### src/rtl/bin_gray_pkg.sv
// Shared constants and helpers for the slow-edge binary/Gray stepper.
// Holds default sizes, count direction codes and the bin2gray function.
package bin_gray_pkg;

  localparam int DEF_WIDTH       = 4;
  localparam int DEF_SYNC_STAGES = 2;

  // Widest counter bin2gray can encode; callers zero-extend and truncate.
  localparam int GRAY_MAX_W = 32;

  localparam logic DIR_UP = 1'b1;
  localparam logic DIR_DN = 1'b0;

  // Zero-extension is harmless: the top Gray bit becomes b[msb] ^ 0.
  function automatic logic [GRAY_MAX_W-1:0] bin2gray(
    input logic [GRAY_MAX_W-1:0] b
  );
    return b ^ (b >> 1);
  endfunction

endpackage

### src/rtl/edge_sync.sv
// Synchronizer chain plus rising-edge detector for an async level input.
// Ports: clk, rst (sync, active-high), i_async level in, o_step 1-cycle pulse.
module edge_sync #(
  parameter int STAGES = 2
) (
  input  logic clk,
  input  logic rst,
  input  logic i_async,
  output logic o_step
);

  logic [STAGES-1:0] r_sync;
  logic              r_hist;

  always_ff @(posedge clk) begin
    if (rst) begin
      r_sync <= '0;
      r_hist <= 1'b0;
    end else begin
      r_sync <= {r_sync[STAGES-2:0], i_async};
      r_hist <= r_sync[STAGES-1];
    end
  end

  assign o_step = r_sync[STAGES-1] & ~r_hist;

endmodule

### src/rtl/bin_gray_stepper.sv
// Steps a binary counter on each rising edge of a slow square wave sampled
// in the clk domain and presents the count in binary and Gray code.
// Ports: clk, rst (sync, active-high), slow_clk (async level), en, up_dn,
//   load, load_val[WIDTH], bin_out[WIDTH], gray_out[WIDTH], step_o, wrap_o.
// Optional macro GRAY_CHECK_EN adds sticky output gray_err, set when a
//   step-driven update changes gray_out in other than exactly one bit.
module bin_gray_stepper
  import bin_gray_pkg::*;
#(
  parameter int WIDTH       = DEF_WIDTH,
  parameter int SYNC_STAGES = DEF_SYNC_STAGES
) (
  input  logic             clk,
  input  logic             rst,
  input  logic             slow_clk,
  input  logic             en,
  input  logic             up_dn,
  input  logic             load,
  input  logic [WIDTH-1:0] load_val,
  output logic [WIDTH-1:0] bin_out,
  output logic [WIDTH-1:0] gray_out,
  output logic             step_o,
  output logic             wrap_o
`ifdef GRAY_CHECK_EN
  ,
  output logic             gray_err
`endif
);

  logic             w_step;
  logic             w_step_upd;
  logic             w_wrap_nxt;
  logic [WIDTH-1:0] w_dec_inc;
  logic [WIDTH-1:0] w_bin_nxt;
  logic [WIDTH-1:0] w_gray_nxt;

  logic [WIDTH-1:0] r_bin;
  logic [WIDTH-1:0] r_gray;
  logic             r_step;
  logic             r_wrap;

  edge_sync #(
    .STAGES (SYNC_STAGES)
  ) u_edge_sync (
    .clk     (clk),
    .rst     (rst),
    .i_async (slow_clk),
    .o_step  (w_step)
  );

  always_comb begin
    w_dec_inc  = (up_dn == DIR_DN) ? r_bin - WIDTH'(1)
                                   : r_bin + WIDTH'(1);
    // Load wins over a coincident step; that step is simply dropped.
    w_step_upd = w_step & en & ~load;
    w_wrap_nxt = w_step_upd &
                 ((up_dn == DIR_UP) ? (&r_bin) : ~(|r_bin));
    w_bin_nxt  = r_bin;
    if (load)
      w_bin_nxt = load_val;
    else if (w_step_upd)
      w_bin_nxt = w_dec_inc;
  end

  // Gray is encoded from the next binary value so both land together.
  assign w_gray_nxt = WIDTH'(bin2gray(GRAY_MAX_W'(w_bin_nxt)));

  always_ff @(posedge clk) begin
    if (rst) begin
      r_bin  <= '0;
      r_gray <= '0;
      r_step <= 1'b0;
      r_wrap <= 1'b0;
    end else begin
      r_bin  <= w_bin_nxt;
      r_gray <= w_gray_nxt;
      r_step <= w_step;
      r_wrap <= w_wrap_nxt;
    end
  end

  assign bin_out  = r_bin;
  assign gray_out = r_gray;
  assign step_o   = r_step;
  assign wrap_o   = r_wrap;

`ifdef GRAY_CHECK_EN
  logic r_gray_err;

  always_ff @(posedge clk) begin
    if (rst)
      r_gray_err <= 1'b0;
    else if (w_step_upd &&
             ($countones(r_gray ^ w_gray_nxt) != 1))
      r_gray_err <= 1'b1;
  end

  assign gray_err = r_gray_err;
`endif

endmodule

### config.mk
export PLATFORM = sky130hd
export DESIGN_NAME = bin_gray_stepper
export DESIGN_NICKNAME = d
export VERILOG_FILES = /design/src/rtl/bin_gray_pkg.sv /design/src/rtl/edge_sync.sv /design/src/rtl/bin_gray_stepper.sv
export SDC_FILE = /design/constraint.sdc
export NUM_CORES = 1
export LEC_CHECK = 0
export CAP_MARGIN = 20
export CORE_AREA = 2 2 39 41
export DETAILED_ROUTE_END_ITERATION = 16
export DIE_AREA = 0 0 41 43
export DONT_BUFFER_PORTS = 1
export GPL_TIMING_DRIVEN = 0
export PLACE_DENSITY = 0.69
export SYNTH_ARGS = -nofsm -noshare
export SYNTH_HDL_FRONTEND = slang
export SYNTH_SLANG_ARGS = --single-unit
export TNS_END_PERCENT = 100
### constraint.sdc
create_clock -name clk -period 1.7 [get_ports clk]
set_input_delay 0.255 -clock clk [delete_from_list [all_inputs] [get_ports clk]]
set_output_delay 0.255 -clock clk [all_outputs]
set_load 0.01 [all_outputs]
Yosys cells after proc, flatten, opt, wreduce, memory -nomap -nowiden. Cells that the tools add are included.

Output and inout bits: 10. Logic and storage cells: 22. Bits of input ports: 10. Bits in registers: 13.

Reductions and logical operators: 2. Muxes and demuxes: 4. Bitwise gates (word level): 8. Add/sub/neg operators: 2.

Operators by type and width (count): 4-bit 2-to-1 mux (3); 4-bit by 1-bit adder with 4-bit output (second input constant) (1); 1-bit bitwise AND (4); 4-bit AND reduction (1); 4-bit OR reduction (1); 4-bit by 1-bit subtractor with 4-bit output (second input constant) (1); 4-bit by 3-bit XOR with 4-bit output (1); 1-bit NOT (3); 1-bit 2-to-1 mux (1).

Logic depth before layout (Yosys ltp). Gate-level depths: netlist of the first run.

Depth after elaboration: 7. Mapped depth: 7. Mapped depth without buffers: 7.

By module. Synthesis of the first run repeated with hierarchy kept, for this count alone.

Cells, all modules: 61. Area total of the unflattened synthesis: 638.1 sq um.

By module, submodules not included: bin_gray_stepper (area an instance 550.5 sq um, seq. area each 180.2 sq um, cells each 54, instances 1); edge_sync (area an instance 87.6 sq um, seq. area each 60.1 sq um, cells each 7, instances 1).

Worst setup path before layout of the first run. Ideal clock, no wire load.

Kind: register to register. Start: register r_bin[0] (netlist: bin_out[0]). End: register r_gray[2] (netlist: gray_out[2]). Arrival time: 1.627 ns. Required time: 1.569 ns. Clock period less this slack: 1.758 ns. Setup slack: -0.058 ns. Stages on the path, launching flop included: 7. Setup time: 0.131 ns. Cell sequence: dfxtp_1 > fa_1 > xor2_1 > mux2_4 > mux2i_4 > nand3_1 > nor3b_2.

Word-level cells in the longest chain between the ends: 5. Elaborated cells between the ends (all ways): 6. Those cells by class: add/sub: 2; mux: 3; bitwise: 1.

Ends and longest elaborated chain: from (decl) (line bin_gray_stepper.sv:37) `logic [WIDTH-1:0] r_bin;`; from (signal assigned) (line bin_gray_stepper.sv:75) `r_bin <= w_bin_nxt;`; 4-bit by 1-bit subtractor with 4-bit output / 4-bit by 1-bit adder with 4-bit output (equally long branches) (line bin_gray_stepper.sv:52, bin_gray_stepper.sv:53); 4-bit 2-to-1 mux * (line bin_gray_stepper.sv:52) `w_dec_inc = (up_dn == DIR_DN) ? r_bin - WIDTH'(1)`; 4-bit 2-to-1 mux * (line bin_gray_stepper.sv:61) `else if (w_step_upd)`; 4-bit 2-to-1 mux * (line bin_gray_stepper.sv:59) `if (load)`; 4-bit by 3-bit XOR with 4-bit output * (line bin_gray_pkg.sv:18) `return b ^ (b >> 1);`; to (signal assigned) (line bin_gray_stepper.sv:76) `r_gray <= w_gray_nxt;`; to (decl) (line bin_gray_stepper.sv:38) `logic [WIDTH-1:0] r_gray;`.

Every way passes the cells marked *; elsewhere a longest branch is shown, timed or not. A chain may end at the register's enable or synchronous reset.

Worst setup path after layout of the first run.
Start: register r_bin[2] (netlist: bin_out[2]). End: register r_gray[2] (netlist: gray_out[2]).

Word-level cells in the longest chain between the ends: 5. Elaborated cells between the ends (all ways): 6. Those cells by class: add/sub: 2; mux: 3; bitwise: 1.

Ends and longest elaborated chain (line): 4-bit by 1-bit subtractor with 4-bit output / 4-bit by 1-bit adder with 4-bit output (equally long branches) (bin_gray_stepper.sv:52, bin_gray_stepper.sv:53); 4-bit 2-to-1 mux (bin_gray_stepper.sv:52); 4-bit 2-to-1 mux * (bin_gray_stepper.sv:61); 4-bit 2-to-1 mux * (bin_gray_stepper.sv:59); 4-bit by 3-bit XOR with 4-bit output * (bin_gray_pkg.sv:18).

Marks and branches as above.

==> impl_metrics.tcl, run 1 <==
set metrics [dict create \
    status "complete, but fails checks" \
    violations "setup timing" \
    timing.fmax_ghz 0.579 \
    dpl.hpwl_um 799 \
    power_frac_comb 0.207 \
    crit_chain "ha_4 -> a21oi_4 -> a2111oi_4 -> nor4b_4 -> nand3_1 -> nor3b_2" \
    drt-initial-drc-count 2 \
    crit_required_ns 1.84 \
    crit_start "bin_out[2]" \
    total_power_mw 0.611 \
    grt.busiest_layer "met2" \
    met2_usage 0.219 \
    portBuffers 0 \
    reg2reg_slack_ns -0.03 \
    path_clk_slew_ns 0.06 \
    r2r-start "bin_out[2]" \
    firstDrtPassIters 4 \
    cts_tree "done" \
    area_growth_pct 20.4 \
    grt_pass1_vias 419 \
    vias 455 \
    die_w_um 41 \
    critPathLaunchType "flop" \
    max-slew-margin-rel 0.717 \
    dieArea_um2 1760 \
    setup_violations 1 \
    clock_skew_ns 0.00223 \
    ir_drop_uv 500 \
    gr-total-overflow 0 \
    ios 20 \
    root_buffer "clkbuf_4" \
    p_per_area_nw_per_um2 766 \
    syn_nets 73 \
    critPathCapture "gray_out[2]" \
    synth.distinct_cells 32 \
    h-tree-depth 1 \
    core_area_um2 1380 \
    die_h_um 43 \
    multiInputGateArea_um2 462 \
    path_max_fanout 5 \
    grtUsageMet3 0.0942 \
    p_seq_frac 0.534 \
    insertion_delay_ns 0.26 \
    crit_slowest_cell "dfxtp_2" \
    r2r_cells 6 \
    critPathMaxStageDelay_ns 0.41 \
    min_path_type "in2reg" \
    yosys.area.top_type_share 0.362 \
    r2r-end "gray_out[2]" \
    drt_wl_total_mm 1.08 \
    row_count 14 \
    ctsHoldBuffers 0 \
    synth_cells 60 \
    ys_seq_area_frac 0.362 \
    period_share 1.02 \
    synth.area.top_cells "dfxtp_1 (36%), mux2i_4 (6.8%), mux2_4 (4.5%)" \
    cp.arrival_ns 1.86 \
    antenna_found_initial 0 \
    critPathBufInv 0 \
    period_needed_ns 1.73 \
    clkPwrFrac 0.259 \
    num-nets-final 80 \
    worstSetupPathType "reg2reg" \
    syn_area_um2 663 \
    worst-path-stages 6 \
    drive_gt1_frac 0.354 \
    slew_viol_final 0 \
    yosysTopAreaCell "dfxtp_1" \
    rsz0062_at_grt "true" \
    switching_share 0.266 \
    setup_slack_ns -0.0265 \
    track_usage 0.146 \
    synth_seq_cells 12 \
    routedWlPerCell_um 13.3 \
    grt_max_degree 11 \
    cts_made_buffers 3 \
    p_int_mw 0.449 \
    power_switching_mw 0.163 \
    cts_buffer_depth 2 \
    gp_congestion 0.659 \
    grtUsageMet1 0.177 \
    syn_avg_cell_area_um2 11.1 \
    final_util 0.577 \
    end_kind "flop" \
    synth_warnings 0 \
    path_delay_family "simple AND/OR/NAND/NOR gates" \
    initial_core_util 0.479 \
    drc 0 \
    cts_num_sinks 12 \
    worst_slew_pin_slew_ns 0.424 \
    cap_violations 0 \
    n_antenna_cell 0 \
    grt_pass1_wl_mm 1.72 \
    p_leak_nw 0.314 \
    ant_nets 0 \
    hold_violations 0 \
    seqCellArea_um2 249 \
    vias_per_cell 5.62 \
    fill_cells 122 \
]
[kinds of logic after synthesis]
family,share of synthesized area
AO/OA/AOI/OAI,0.0906
XOR/XNOR,0.0528
adder cells (fa/ha/maj),0.0679
buffers and inverters,0.0453
flip-flops,0.362
multiplexers,0.128
AND/OR/NAND/NOR,0.253
[how the worst min path moves through the flow]
stage / startpoint / endpoint / slack [ns] / cells after the start
2_1_floorplan: rst / u_edge_sync.r_hist / 0.33 / 1
3_3_place_gp: rst / u_edge_sync.r_hist / 0.34 / 1
3_5_place_dp: rst / u_edge_sync.r_hist / 0.34 / 1
4_1_cts: rst / u_edge_sync.r_hist / 0.06 / 1
5_1_grt: rst / u_edge_sync.r_hist / 0.04 / 1
6_report: rst / u_edge_sync.r_hist / 0.07 / 1
[cell type report]
| cell class | count | share of cell area |
|---|---|---|
| sequential | 12 | 0.312 |
| tap | 16 | 0.0251 |
| inverter | 2 | 0.00940 |
| multi-input combinational | 43 | 0.578 |
| timing repair buffer | 2 | 0.0188 |
| clock buffer | 3 | 0.0282 |
| buffer | 3 | 0.0282 |
[through the flow]
stage	setup TNS, ns	setup WS [ns]	hold slack, ns	cells	cell area (µm²)
final	-0.0265	-0.0265	0.0695	81	798
after global routing	-0.213	-0.131	0.0439	81	798
after CTS	-0.0275	-0.0275	0.0611	80	751
after detailed placement	-0.249	-0.106	0.344	76	688
after global placement	-0.226	-0.0922	0.336	76	688
after floorplan	0	0.0309	0.334	60	668
[synth_stat cells]
library cell	n
a2111oi_1	1
a2111oi_2	1
a21oi_1	3
a21oi_2	1
a31oi_1	1
and3_1	1
and4b_1	1
buf_4	1
buf_6	1
clkbuf_1	1
dfxtp_1	12
fa_1	1
ha_1	2
inv_1	2
mux2_4	2
mux2i_1	1
mux2i_4	2
nand2b_1	1
nand3_1	1
nand3_2	1
nand3b_4	1
nand4bb_1	1
nor2_1	6
nor2b_1	4
nor3_1	2
nor3b_1	1
nor3b_2	1
nor4_1	1
nor4b_2	1
o21ai_0	1
xnor2_1	3
xor2_1	1
[layer usage]
metal  share of wire  wire length [µm]
met2            0.51               550
met4               0                 0
met5               0                 0
met1            0.42               452
met3           0.069                74
[placed cells by master, fill, tap and decap left out, types with 2 or more instances in the layout]
cell / count
inv_1: 2
clkbuf_4: 3
nor2b_1: 4
mux2_4: 2
nor2_1: 6
a2111oi_4: 2
nor3_1: 2
dfxtp_1: 9
buf_4: 3
a21oi_1: 3
xnor2_1: 3
mux2i_4: 2
dfxtp_4: 2
[repair_timing]
action                     CTS  global route
pin swaps                    2             1
gates resized for setup      6             4
buffers inserted             1             1
setup endpoints to repair    3             4
[sequential cells by signal, summed over array words and instances, names as in the netlist]
name / flops
step_o: 1
wrap_o: 1
gray_out: 3
u_edge_sync.r_sync: 2
u_edge_sync.r_hist: 1
bin_out: 4
[power by group through the flow]
stage          sequential (mW)  combinational [mW]  clock (mW)
2_1_floorplan            0.328              0.0919           0
3_3_place_gp             0.332               0.101           0
3_5_place_dp             0.332               0.103           0
4_1_cts                  0.326               0.113       0.167
5_1_grt                  0.330               0.141       0.187
6_report                 0.326               0.127       0.158
(Power assumes the default switching activity.)
==> run 2, diff against run 1 <==
--- a/config.mk
+++ b/config.mk
@@ -12,6 +12,7 @@
 export DONT_BUFFER_PORTS = 1
 export GPL_TIMING_DRIVEN = 0
 export PLACE_DENSITY = 0.69
+export RECOVER_POWER = 50
 export SYNTH_ARGS = -nofsm -noshare
 export SYNTH_HDL_FRONTEND = slang
 export SYNTH_SLANG_ARGS = --single-unit
==> results of run 2 <==
Same layout as run 1: the final DEF is identical, and so are final timing and power.
==> run 3, diff against run 2 <==
--- a/config.mk
+++ b/config.mk
@@ -11,7 +11,7 @@
 export DIE_AREA = 0 0 41 43
 export DONT_BUFFER_PORTS = 1
 export GPL_TIMING_DRIVEN = 0
-export PLACE_DENSITY = 0.69
+export PLACE_DENSITY = 0.67
 export RECOVER_POWER = 50
 export SYNTH_ARGS = -nofsm -noshare
 export SYNTH_HDL_FRONTEND = slang
==> run 3 against run 2 <==
Compared with the run above:
- the flow still finishes with violations (setup timing)
- global-route usage is 1.1 points higher
- die area unchanged
- core utilization fell by 0.90 points
- routed wire length is 4.3% higher
- critical path depth unchanged
- sequential share of layout area up 0.50 points
- total power up 8.8%
- worst setup slack got worse by 0.025 ns
- maximum frequency decreased by 1.5%
- count of clock-buffer cells in the layout rose by 1
- first-iteration DRC count did not move
==> impl_metrics.tcl, run 3 (synthesis gave the netlist of run 1 again) <==
set metrics [dict create \
    worst_slew_pin_slew_ns 0.459 \
    routedWlPerCell_um 13.7 \
    clock_skew_ns 0.00493 \
    p_int_mw 0.497 \
    power_frac_comb 0.186 \
    cts_buffer_depth 2 \
    drive_gt1_frac 0.379 \
    post-place-cells 76 \
    core_area_um2 1380 \
    whs_ns 0.0613 \
    min_path_type "in2reg" \
    gp_congestion 0.794 \
    critPathBufInv 0 \
    period_needed_ns 1.75 \
    ant_nets 0 \
    largest_reg_flops 4 \
    die_w_um 41 \
    vias_per_cell 5.43 \
    violations "setup timing" \
    dpl.hpwl_um 831 \
    firstDrtPassIters 3 \
    grt_pass1_wl_mm 1.88 \
    grt_max_degree 11 \
    cp.arrival_ns 1.89 \
    drc 0 \
    initial_core_util 0.479 \
    crit_start "bin_out[1]" \
    setup_violations 2 \
    crit_chain "fa_2 -> xor2_1 -> mux2_4 -> mux2i_4 -> nand3_1 -> nor3b_2" \
    path_delay_family "multiplexers" \
    h-tree-depth 1 \
    crit_required_ns 1.84 \
    ios 20 \
    clkPwrFrac 0.326 \
    crit_slowest_cell "dfxtp_4" \
    period_share 1.03 \
    rsz0062_at_grt "true" \
    p_per_area_nw_per_um2 847 \
    instances_no_fill 82 \
    seqCellArea_um2 249 \
    cts_num_sinks 12 \
    r2r-start "bin_out[1]" \
    ctsHoldBuffers 0 \
    hold_violations 0 \
    die_h_um 43 \
    switching_share 0.254 \
    path_clk_slew_ns 0.07 \
    area_growth_pct 18.5 \
    layout_commonest_cell "dfxtp_1" \
    portBuffers 0 \
    cts_tree "done" \
    grt_pass1_vias 436 \
    slew_viol_final 0 \
    drt-initial-drc-count 2 \
    p_seq_frac 0.488 \
    critPathMaxStageDelay_ns 0.38 \
    antenna_found_initial 0 \
    path_max_fanout 6 \
    num-nets-final 80 \
    hp-start "rst" \
    p_leak_nw 0.321 \
    drt_wl_total_mm 1.12 \
    ir_drop_uv 618 \
    max-slew-margin-rel 0.694 \
    row_count 14 \
    end_kind "flop" \
    n_antenna_cell 0 \
    multiInputGateArea_um2 432 \
    cap_violations 0 \
    vias 445 \
    final_cell_mix "dfxtp_1 (9), nor2_1 (5), nor2b_1 (4)" \
    root_buffer "clkbuf_4" \
    cts_made_buffers 3 \
    critPathLaunchType "flop" \
    power_switching_mw 0.169 \
    final_util 0.568 \
    total_power_mw 0.665 \
    worstSetupPathType "reg2reg" \
    track_usage 0.158 \
    fill_cells 135 \
    dieArea_um2 1760 \
    setup_slack_ns -0.0519 \
    insertion_delay_ns 0.27 \
    timing.fmax_ghz 0.571 \
    status "complete, but fails checks" \
    gr-total-overflow 0 \
]
==> run 3: per-layer routing <==
metal  wire length [µm]  global-route usage  vias to the layer above
li1                   -                   -                      224
met1                472               0.194                      209
met2                580               0.244                       12
met3                 69              0.0838                        0
met4                  0              0.0200                        0
met5                  0                   0                        -
==> run 3: path summary, 6_finish.rpt <==
path | end | slack, ns | cells after the start
worst max register to register | gray_out[2] | -0.05 | 6
worst min register to register | step_o | 0.42 | 1
worst min-delay path | u_edge_sync.r_hist | 0.06 | 1
worst max-delay path | gray_out[2] | -0.05 | 6
==> run 3: area by class of cell <==
class / count / share of cell area
multi-input cells: 43 / 0.549
clock buffers: 4 / 0.0462
well taps: 16 / 0.0255
flip-flops and latches: 12 / 0.317
inverters: 2 / 0.00955
repair buffers: 2 / 0.0239
plain buffers: 3 / 0.0287
==> run 3: per-stage QoR <==
stage	instance area [µm²]	setup WS [ns]	TNS, ns
global placement	688	-0.0910	-0.208
finish	786	-0.0519	-0.0803
CTS	764	-0.0466	-0.0466
detailed placement	688	-0.109	-0.273
floorplan	668	0.0309	0
global route	786	-0.111	-0.270
==> run 3: power by group through the flow <==
stage	sequential, mW	clock (mW)	combinational (mW)
floorplan	0.328	0	0.0919
global placement	0.332	0	0.102
detailed placement	0.332	0	0.105
CTS	0.325	0.224	0.115
global route	0.328	0.239	0.136
finish	0.325	0.217	0.124
==> run 3: timing repair <==
item | 4_1_cts | 5_1_grt
cloned | 0 | 0
endpoints found under the hold margin | 0 | 0
pin swaps | 2 | 2
setup endpoints to repair | 3 | 4
buffers inserted | 1 | 1
gates resized for setup | 6 | 3
